[config.mk]
export PLATFORM = sky130hd
export DESIGN_NAME = square_seq
export DESIGN_NICKNAME = d
export VERILOG_FILES = /design/src/rtl/sqrt_pkg.sv /design/src/rtl/square_datapath.sv /design/src/rtl/square_seq.sv
export SDC_FILE = /design/constraint.sdc
export NUM_CORES = 1
export LEC_CHECK = 0
export ABC_CLOCK_PERIOD_IN_PS = 3900
export BUFFER_PORTS_ARGS = -buffer_cell sky130_fd_sc_hd__buf_2
export CAP_MARGIN = 20
export CORE_AREA = 2 2 79 81
export DETAILED_ROUTE_END_ITERATION = 10
export DIE_AREA = 0 0 81 83
export MAX_ROUTING_LAYER = met4
export PLACE_DENSITY = 0.74
export SYNTH_ARGS = -nofsm -noshare
export SYNTH_HDL_FRONTEND = slang
export SYNTH_SLANG_ARGS = --single-unit
[constraint.sdc]
create_clock -name clock -period 3.9 [get_ports clock]
set_input_delay 0.78 -clock clock [delete_from_list [all_inputs] [get_ports clock]]
set_output_delay 0.78 -clock clock [all_outputs]
set_load 0.02 [all_outputs]
[src/rtl/sqrt_pkg.sv]
// Shared definitions for the square/sqrt pair.
// Contents:
//   state_t : controller states {IDLE, CALC, DONE}
//   ROOT_W  : default root width in bits
//   N_W     : width of the signed N value exchanged with the sqrt unit
//   N_MAX   : largest positive N (saturation ceiling for the squarer)
package sqrt_pkg;

  typedef enum logic [1:0] {
    IDLE,
    CALC,
    DONE
  } state_t;

  localparam int ROOT_W = 8;
  localparam int N_W    = 16;
  localparam logic signed [N_W-1:0] N_MAX = 16'sd32767;

endpackage

[src/rtl/square_datapath.sv]
// Shift-add datapath for square_seq: operand registers, accumulator and the
// saturating result register.
// Optional build macro: SQUARE_EARLY_EXIT_EN (adds the rest_zero flag).
// Ports:
//   clock, reset : rising-edge clock, async active-high reset
//   rest_zero    : (early-exit build) multiplier bits above the current one are all 0
//   load         : latch root into multiplicand/multiplier, clear accumulator
//   step         : add the current partial product and shift the multiplier
//   finish       : register the saturated result/invalid this edge
//   root         : unsigned operand
//   cnt          : bit position of the multiplier bit being processed
//   result       : saturated square, held until the next finish
//   invalid      : square exceeded the signed range
module square_datapath
  import sqrt_pkg::*;
#(
  parameter int WIDTH = ROOT_W,
  parameter int CW    = 3
) (
  input  logic               clock,
  input  logic               reset,
`ifdef SQUARE_EARLY_EXIT_EN
  output logic               rest_zero,
`endif
  input  logic               load,
  input  logic               step,
  input  logic               finish,
  input  logic [WIDTH-1:0]   root,
  input  logic [CW-1:0]      cnt,
  output logic [2*WIDTH-1:0] result,
  output logic               invalid
);

  localparam int RW = 2 * WIDTH;
  localparam logic [RW-1:0] SAT_MAX = {1'b0, {(RW-1){1'b1}}};

  logic [WIDTH-1:0] mcand;
  logic [WIDTH-1:0] mplier;
  logic [RW-1:0]    acc;
  logic [RW-1:0]    addend;
  logic [RW-1:0]    sum;
  logic [RW-1:0]    final_v;

  always_comb begin
    addend = '0;
    if (mplier[0]) addend = {{WIDTH{1'b0}}, mcand} << cnt;
  end

  assign sum = acc + addend;

  // A finish coinciding with load only happens for root=0 in the early-exit
  // build, where the square is trivially zero.
  assign final_v = load ? '0 : sum;

`ifdef SQUARE_EARLY_EXIT_EN
  assign rest_zero = (mplier >> 1) == '0;
`endif

  always_ff @(posedge clock or posedge reset) begin
    if (reset) begin
      mcand   <= '0;
      mplier  <= '0;
      acc     <= '0;
      result  <= '0;
      invalid <= 1'b0;
    end else begin
      if (load) begin
        mcand  <= root;
        mplier <= root;
        acc    <= '0;
      end else if (step) begin
        acc    <= sum;
        mplier <= mplier >> 1;
      end
      if (finish) begin
        if (final_v > SAT_MAX) begin
          result  <= SAT_MAX;
          invalid <= 1'b1;
        end else begin
          result  <= final_v;
          invalid <= 1'b0;
        end
      end
    end
  end

endmodule

[src/rtl/square_seq.sv]
// Sequential shift-add squarer; produces the signed N consumed by the sqrt
// unit, with the same start/done/invalid handshake. One root bit per clock.
// Optional build macro: SQUARE_EARLY_EXIT_EN (stop once no multiplier bits
// remain set; data-dependent latency).
// Ports:
//   clock, reset : rising-edge clock, async active-high reset
//   root         : unsigned operand, sampled when start is accepted
//   start        : request, accepted only in IDLE
//   done         : one-cycle pulse when result/invalid are valid
//   invalid      : square exceeds the signed range
//   result       : saturated square, held until the next accepted start
//
// state | meaning
// IDLE  | waiting for start
// CALC  | one multiplier bit per clock, LSB first
// DONE  | done pulse; returns to IDLE next edge
module square_seq
  import sqrt_pkg::*;
#(
  parameter int WIDTH = ROOT_W
) (
  input  logic               clock,
  input  logic               reset,
  input  logic [WIDTH-1:0]   root,
  input  logic               start,
  output logic               done,
  output logic               invalid,
  output logic [2*WIDTH-1:0] result
);

  localparam int CW = (WIDTH > 1) ? $clog2(WIDTH) : 1;

  state_t        state;
  logic [CW-1:0] cnt;
  logic          load;
  logic          step;
  logic          last;
  logic          finish;

  assign load = (state == IDLE) && start;
  assign step = (state == CALC);

`ifdef SQUARE_EARLY_EXIT_EN
  logic rest_zero;
  assign last   = (cnt == CW'(WIDTH - 1)) || rest_zero;
  assign finish = (step && last) || (load && (root == '0));
`else
  assign last   = (cnt == CW'(WIDTH - 1));
  assign finish = step && last;
`endif

  always_ff @(posedge clock or posedge reset) begin
    if (reset) begin
      state <= IDLE;
      cnt   <= '0;
      done  <= 1'b0;
    end else begin
      done <= 1'b0;
      case (state)
        IDLE: begin
          if (start) begin
            cnt <= '0;
            if (finish) begin
              state <= DONE;
              done  <= 1'b1;
            end else begin
              state <= CALC;
            end
          end
        end
        CALC: begin
          cnt <= cnt + 1'b1;
          if (last) begin
            state <= DONE;
            done  <= 1'b1;
          end
        end
        DONE:    state <= IDLE;
        default: state <= IDLE;
      endcase
    end
  end

  square_datapath #(
    .WIDTH (WIDTH),
    .CW    (CW)
  ) u_datapath (
    .clock     (clock),
    .reset     (reset),
`ifdef SQUARE_EARLY_EXIT_EN
    .rest_zero (rest_zero),
`endif
    .load      (load),
    .step      (step),
    .finish    (finish),
    .root      (root),
    .cnt       (cnt),
    .result    (result),
    .invalid   (invalid)
  );

endmodule

=== Word level (Yosys, flattened, before mapping) ===
Cells that the tools add are included.

* Register bits: 55
* Input port bits: 11
* Word-level logic and storage cells: 41

* Add/sub/neg operators: 2
* Equal/unequal tests: 4
* Reductions and logical operators: 7
* Shift-type cells: 1
* Multiplexer cells: 18
* $lt $le $gt $ge: 1

{| class="wikitable"
|+ Operator list
! cell !! count
|-
| two-way mux 16 bit || 5
|-
| adder 16 bit || 1
|-
| > comparator 16 x 15 -> 1 bit (second input constant) || 1
|-
| two-way mux 8 bit || 2
|-
| left shift 8 x 3 -> 16 bit || 1
|-
| two-way mux 2 bit || 3
|-
| one-hot mux 3 bit (2 select lines) || 1
|-
| two-way mux 1 bit || 4
|-
| one-hot mux 2 bit (2 select lines) || 1
|-
| AND reduction 2 bit || 2
|-
| nonzero test 2 bit || 2
|-
| adder 3 x 1 -> 3 bit (second input constant) || 1
|-
| == test 3 bit (second input constant) || 1
|-
| two-way mux 3 bit || 1
|-
| == test 2 x 1 -> 1 bit (second input constant) || 1
|-
| logical AND 1 bit || 2
|-
| logical NOT 2 bit || 1
|-
| != test 2 x 1 -> 1 bit (second input constant) || 1
|-
| != test 2 bit (second input constant) || 1
|-
| one-hot mux 1 bit (2 select lines) || 1
|}

=== Logic depth before layout (Yosys ltp) ===
* Word-level depth: 6
* Mapped depth: 15

=== Modules after synthesis ===
Synthesis repeated with hierarchy kept, for this count alone.

* Cell total of the unflattened synthesis: 373
* Area, all modules: 3365.7 µm²

{| class="wikitable"
|+ By module, submodules not included
! module !! area an instance (µm²) !! cells an instance !! times used !! sequential area each (µm²)
|-
| square_datapath || 3095.5 || 352 || 1 || 1226.2
|-
| square_seq || 270.3 || 21 || 1 || 150.1
|}

=== Worst setup path after synthesis ===
OpenSTA, ideal clock, no wires.

* Path kind: reg-to-reg
* Start point: reg cnt[1]
* End point: reg u_datapath.result[14]
* Setup time: 0.141 ns
* Arrival: 2.916 ns
* Path buffers: 3
* Setup slack: 0.843 ns
* Stages on the path, launching flop included: 14
* Period minus slack after synthesis: 3.057 ns
* Cells stage by stage: dfrtp_1 clkbuf_1 mux2_2 and2_1 o311a_1 ha_1 buf_2 a211oi_1 nor2_1 a211oi_2 o21ai_2 xnor2_2 buf_6 a31oi_1

* Cells in the longest elaborated chain, start to end: 6
* Elaborated cells on any way between the ends: 8
* Those cells by class: add/sub (1); order compare (1); eq/ne (1); shift (1); mux (3); reduce/logical (1)

{| class="wikitable"
|+ RTL lines
! what !! line !! text
|-
| start, declared || square_seq.sv:34 || <nowiki>logic [CW-1:0] cnt;</nowiki>
|-
| start signal, assigned || square_seq.sv:72 || <nowiki>cnt <= cnt + 1'b1;</nowiki>
|-
| left shift 8 x 3 -> 16 bit || square_datapath.sv:46 || <nowiki>if (mplier[0]) addend = {{WIDTH{1'b0}}, mcand} << cnt;</nowiki>
|-
| two-way mux 16 bit || square_datapath.sv:46 ||
|-
| adder 16 bit || square_datapath.sv:49 || <nowiki>assign sum = acc + addend;</nowiki>
|-
| two-way mux 16 bit || square_datapath.sv:53 || <nowiki>assign final_v = load ? '0 : sum;</nowiki>
|-
| > comparator 16 x 15 -> 1 bit || square_datapath.sv:76 || <nowiki>if (final_v > SAT_MAX) begin</nowiki>
|-
| two-way mux 16 bit || square_datapath.sv:76 ||
|-
| end signal, assigned || square_datapath.sv:80 || <nowiki>result <= final_v;</nowiki>
|-
| end, declared || square_datapath.sv:30 || <nowiki>output logic [2*WIDTH-1:0] result,</nowiki>
|}

Several ways; a longest one is shown, not always the timed one.
A chain may end at the register's enable or synchronous reset.

=== Worst setup path in the final report ===
* Start point: reg cnt[1]
* End point: reg u_datapath.result[12]

The elaborated chain is that of the path after synthesis.

==> impl_metrics.toml <==
[status]
status = "finished, final reports clean"

[place]
dpl.cell_count = 445
post_dp_cell_area_um2 = 3380
globalplace.congestion = 0.891
io_buffers = 28
hpwl_um = 5040

[hold_path]
min_delay_path_depth = 1
holdCritPathClass = "flip-flop to flip-flop"

[clocking]
cts_setup_buffers = 0
cts-root-buf = "clkbuf_8"
clk_latency_ns = 0.32
clkSinkCount = 55
cts_tree = "yes"
cts_resized = 0
hold_buffers = 0
cts_buffers = 5
htreeDepth = 2
path_clk_slew_ns = 0.11
cts_buffer_depth = 2

[global_routing]
grt_pass1_wl_um = 11600
grt_antenna_before_repair = 0
grt_start_max_net_pins = 31
grt_pass1_vias = 2431
gr-total-overflow = 0
track_usage_pct = 22.7

[synthesis]
synth-edff-count = 0
ys_warn_count = 0
synth_seq_cells = 55
syn_inst = 357
syn_nets = 386
netlist_area_um2 = 3180
ys.flop_type = "dfrtp_1"
synthArstFlopShare_pct = 100
avgSynthCellArea_um2 = 8.91
ys_types = 47
seq_area_frac_synth_pct = 43.3

[flow_run]
cap_viol_max_count = 0

[timing]
slew_violations = 0
setup_viol = 0
fin_setup_tns_ns = 0
hold_viol_final = 0
finClkSkew_ns = 0.0140
maxSlewHeadroom_pct = 42.6
rsz0062_at_grt = "no"
period_needed_ns = 3.52
fmax_mhz = 284
tightest_slew_ns = 0.861
post-route-period-util_pct = 90.1

[drt]
vias = 2538
route.detailed.drc = 0
drtPass1Iterations = 4
postRouteAntennaNets = 0
wl_um = 6820
viasPerCell = 5.60
avgRoutedWirePerCell_um = 15.1
initialDrtViolationCount = 153

[worst_setup_path]
cp.arrival_ns = 3.69
reg2reg_depth = 11
crit_required_ns = 4.08
critPathKind = "flip-flop to flip-flop"
start_kind = "flip-flop"
end_kind = "flip-flop"
cp_max_fo = 15

[finish]
area_growth_pct = 9.17
drive_gt1_share_pct = 14.0
diodes = 0
nNetsFinal = 406
fin_cells = 453
design_area_um2 = 3470

[floorplanning]
die_w_um = 81
coreArea_um2 = 5820
num_rows = 28
start_util_pct = 54.7
ioPinCount = 29
die_area_um2 = 6720
die_h_um = 83

[power]
power_density_nw_per_um2 = 814
ir_drop_mv = 0.416
leakage_nw = 1.67
[flip-flops by register name, indices dropped and copies added, names as in the netlist]
register            count
u_datapath.acc         16
u_datapath.result      16
u_datapath.mcand        8
u_datapath.mplier       8
cnt                     3
state                   2
done                    1
u_datapath.invalid      1
[synth_stat cells (3+ instances only)]
master    count  share of area [%]
nand2_1      66                7.8
dfrtp_1      55                 43
nor2_1       39                4.6
a21oi_1      24                3.8
o21ai_0      24                3.8
ha_1         17                6.7
mux2i_1      15                4.7
clkbuf_1     14                1.7
a31oi_1      11                2.2
nand3_1      10                1.6
xnor2_1       9                2.5
and2_1        8                1.6
a21o_1        6                1.4
inv_1         5               0.59
mux2_2        4                1.4
nor2b_1       4               0.79
a211oi_1      3               0.71
and3_1        3               0.59
o21a_1        3               0.71
xor2_1        3               0.83
[cell families (layout without fill, tap and decap cells)]
| logic type | Yosys count | after routing | share of synthesized area (%) |
|---|---|---|---|
| AOI/OAI and AO/OA | 90 | 90 | 17.8 |
| xor gates and xnor gates | 13 | 13 | 3.82 |
| adders and majority gates | 18 | 18 | 7.32 |
| buffers and inverters | 25 | 46 | 3.30 |
| DFF | 55 | 55 | 43.3 |
| muxes | 19 | 19 | 6.14 |
| and+or+nand+nor | 137 | 137 | 18.3 |
[placed cells by master, fill, tap and decap left out, types with 2 or more instances in the layout]
cell type,n
nand2_1,66
mux2_2,4
clkinvlp_4,2
o21bai_1,2
and2_1,8
mux2i_1,15
o21a_1,3
a211oi_1,3
a21oi_1,24
nand4_1,2
buf_2,28
xor2_1,3
nor2b_1,4
ha_1,17
xnor2_1,9
a21o_1,6
and3_1,3
a31oi_1,11
nor3_1,2
o21ai_0,24
a211oi_2,2
buf_4,3
inv_1,4
dfrtp_1,55
o21ai_1,2
o211ai_1,2
nand3_1,10
nor2_1,39
clkbuf_8,5
[metrics by stage]
stage                     utilization (%)  power, mW  worst slack (ns)  hold slack, ns
after global routing                 59.7       3.09            0.0843           0.511
final                                59.7       2.83             0.385           0.490
after detailed placement             58.1       2.50             0.432           0.465
after floorplan                         -       2.13             0.843           0.456
after global placement               57.8       2.47             0.546           0.468
after CTS                            59.7       2.83             0.430           0.497
[worst max-delay path: stages (launching register included)]
cell      delay [ns]
dfrtp_1         0.68
mux2_2          0.40
o21ai_0         0.19
o21ai_0         0.10
and2_1          0.18
ha_1            0.34
a21o_1          0.20
a221oi_2        0.47
o21bai_1        0.18
a21boi_0        0.26
xor2_1          0.25
a31oi_1         0.12
[path summary, 6_finish.rpt]
check	startpoint	slack [ns]	endpoint
worst max-delay path	cnt[1]$_DFFE_PP0P_	0.38	u_datapath.result[12]$_DFFE_PP0P_
worst min-delay path	u_datapath.result[15]$_DFFE_PP0P_	0.49	u_datapath.result[15]$_DFFE_PP0P_
worst max register to register	cnt[1]$_DFFE_PP0P_	0.38	u_datapath.result[12]$_DFFE_PP0P_
worst min register to register	u_datapath.result[15]$_DFFE_PP0P_	0.49	u_datapath.result[15]$_DFFE_PP0P_
max in group asynchronous	reset	2.85	u_datapath.mplier[0]$_DFFE_PP0P_
min in group asynchronous	reset	0.50	u_datapath.acc[15]$_DFFE_PP0P_
[report_power, final]
group	internal (mW)	switching, mW
registers	0.804	0.210
clock network	0.129	0.200
logic	0.581	0.902
total	1.51	1.31
[area by class of cell]
| cell class | instances | area [um^2] |
|---|---|---|
| Clock buffer | 5 | 68.8 |
| Clock inverter | 3 | 23.8 |
| Fill cell | 538 | 2340 |
| Inverter | 6 | 22.5 |
| Multi-Input combinational cell | 277 | 1700 |
| Sequential cell | 55 | 1380 |
| Tap cell | 75 | 93.8 |
| Timing Repair Buffer | 32 | 183 |
[layer usage]
layer / GRT usage (%) / wire length, um / vias up / part of all wire (%)
li1: - / - / 1272 / -
met1: 31.6 / 3250 / 1198 / 48
met2: 34.4 / 3160 / 56 / 46
met3: 3.70 / 292 / 12 / 4.3
met4: 6.32 / 119 / 0 / 1.7
met5: - / 0 / - / 0
Note: power is estimated with default switching activity, not from simulation.
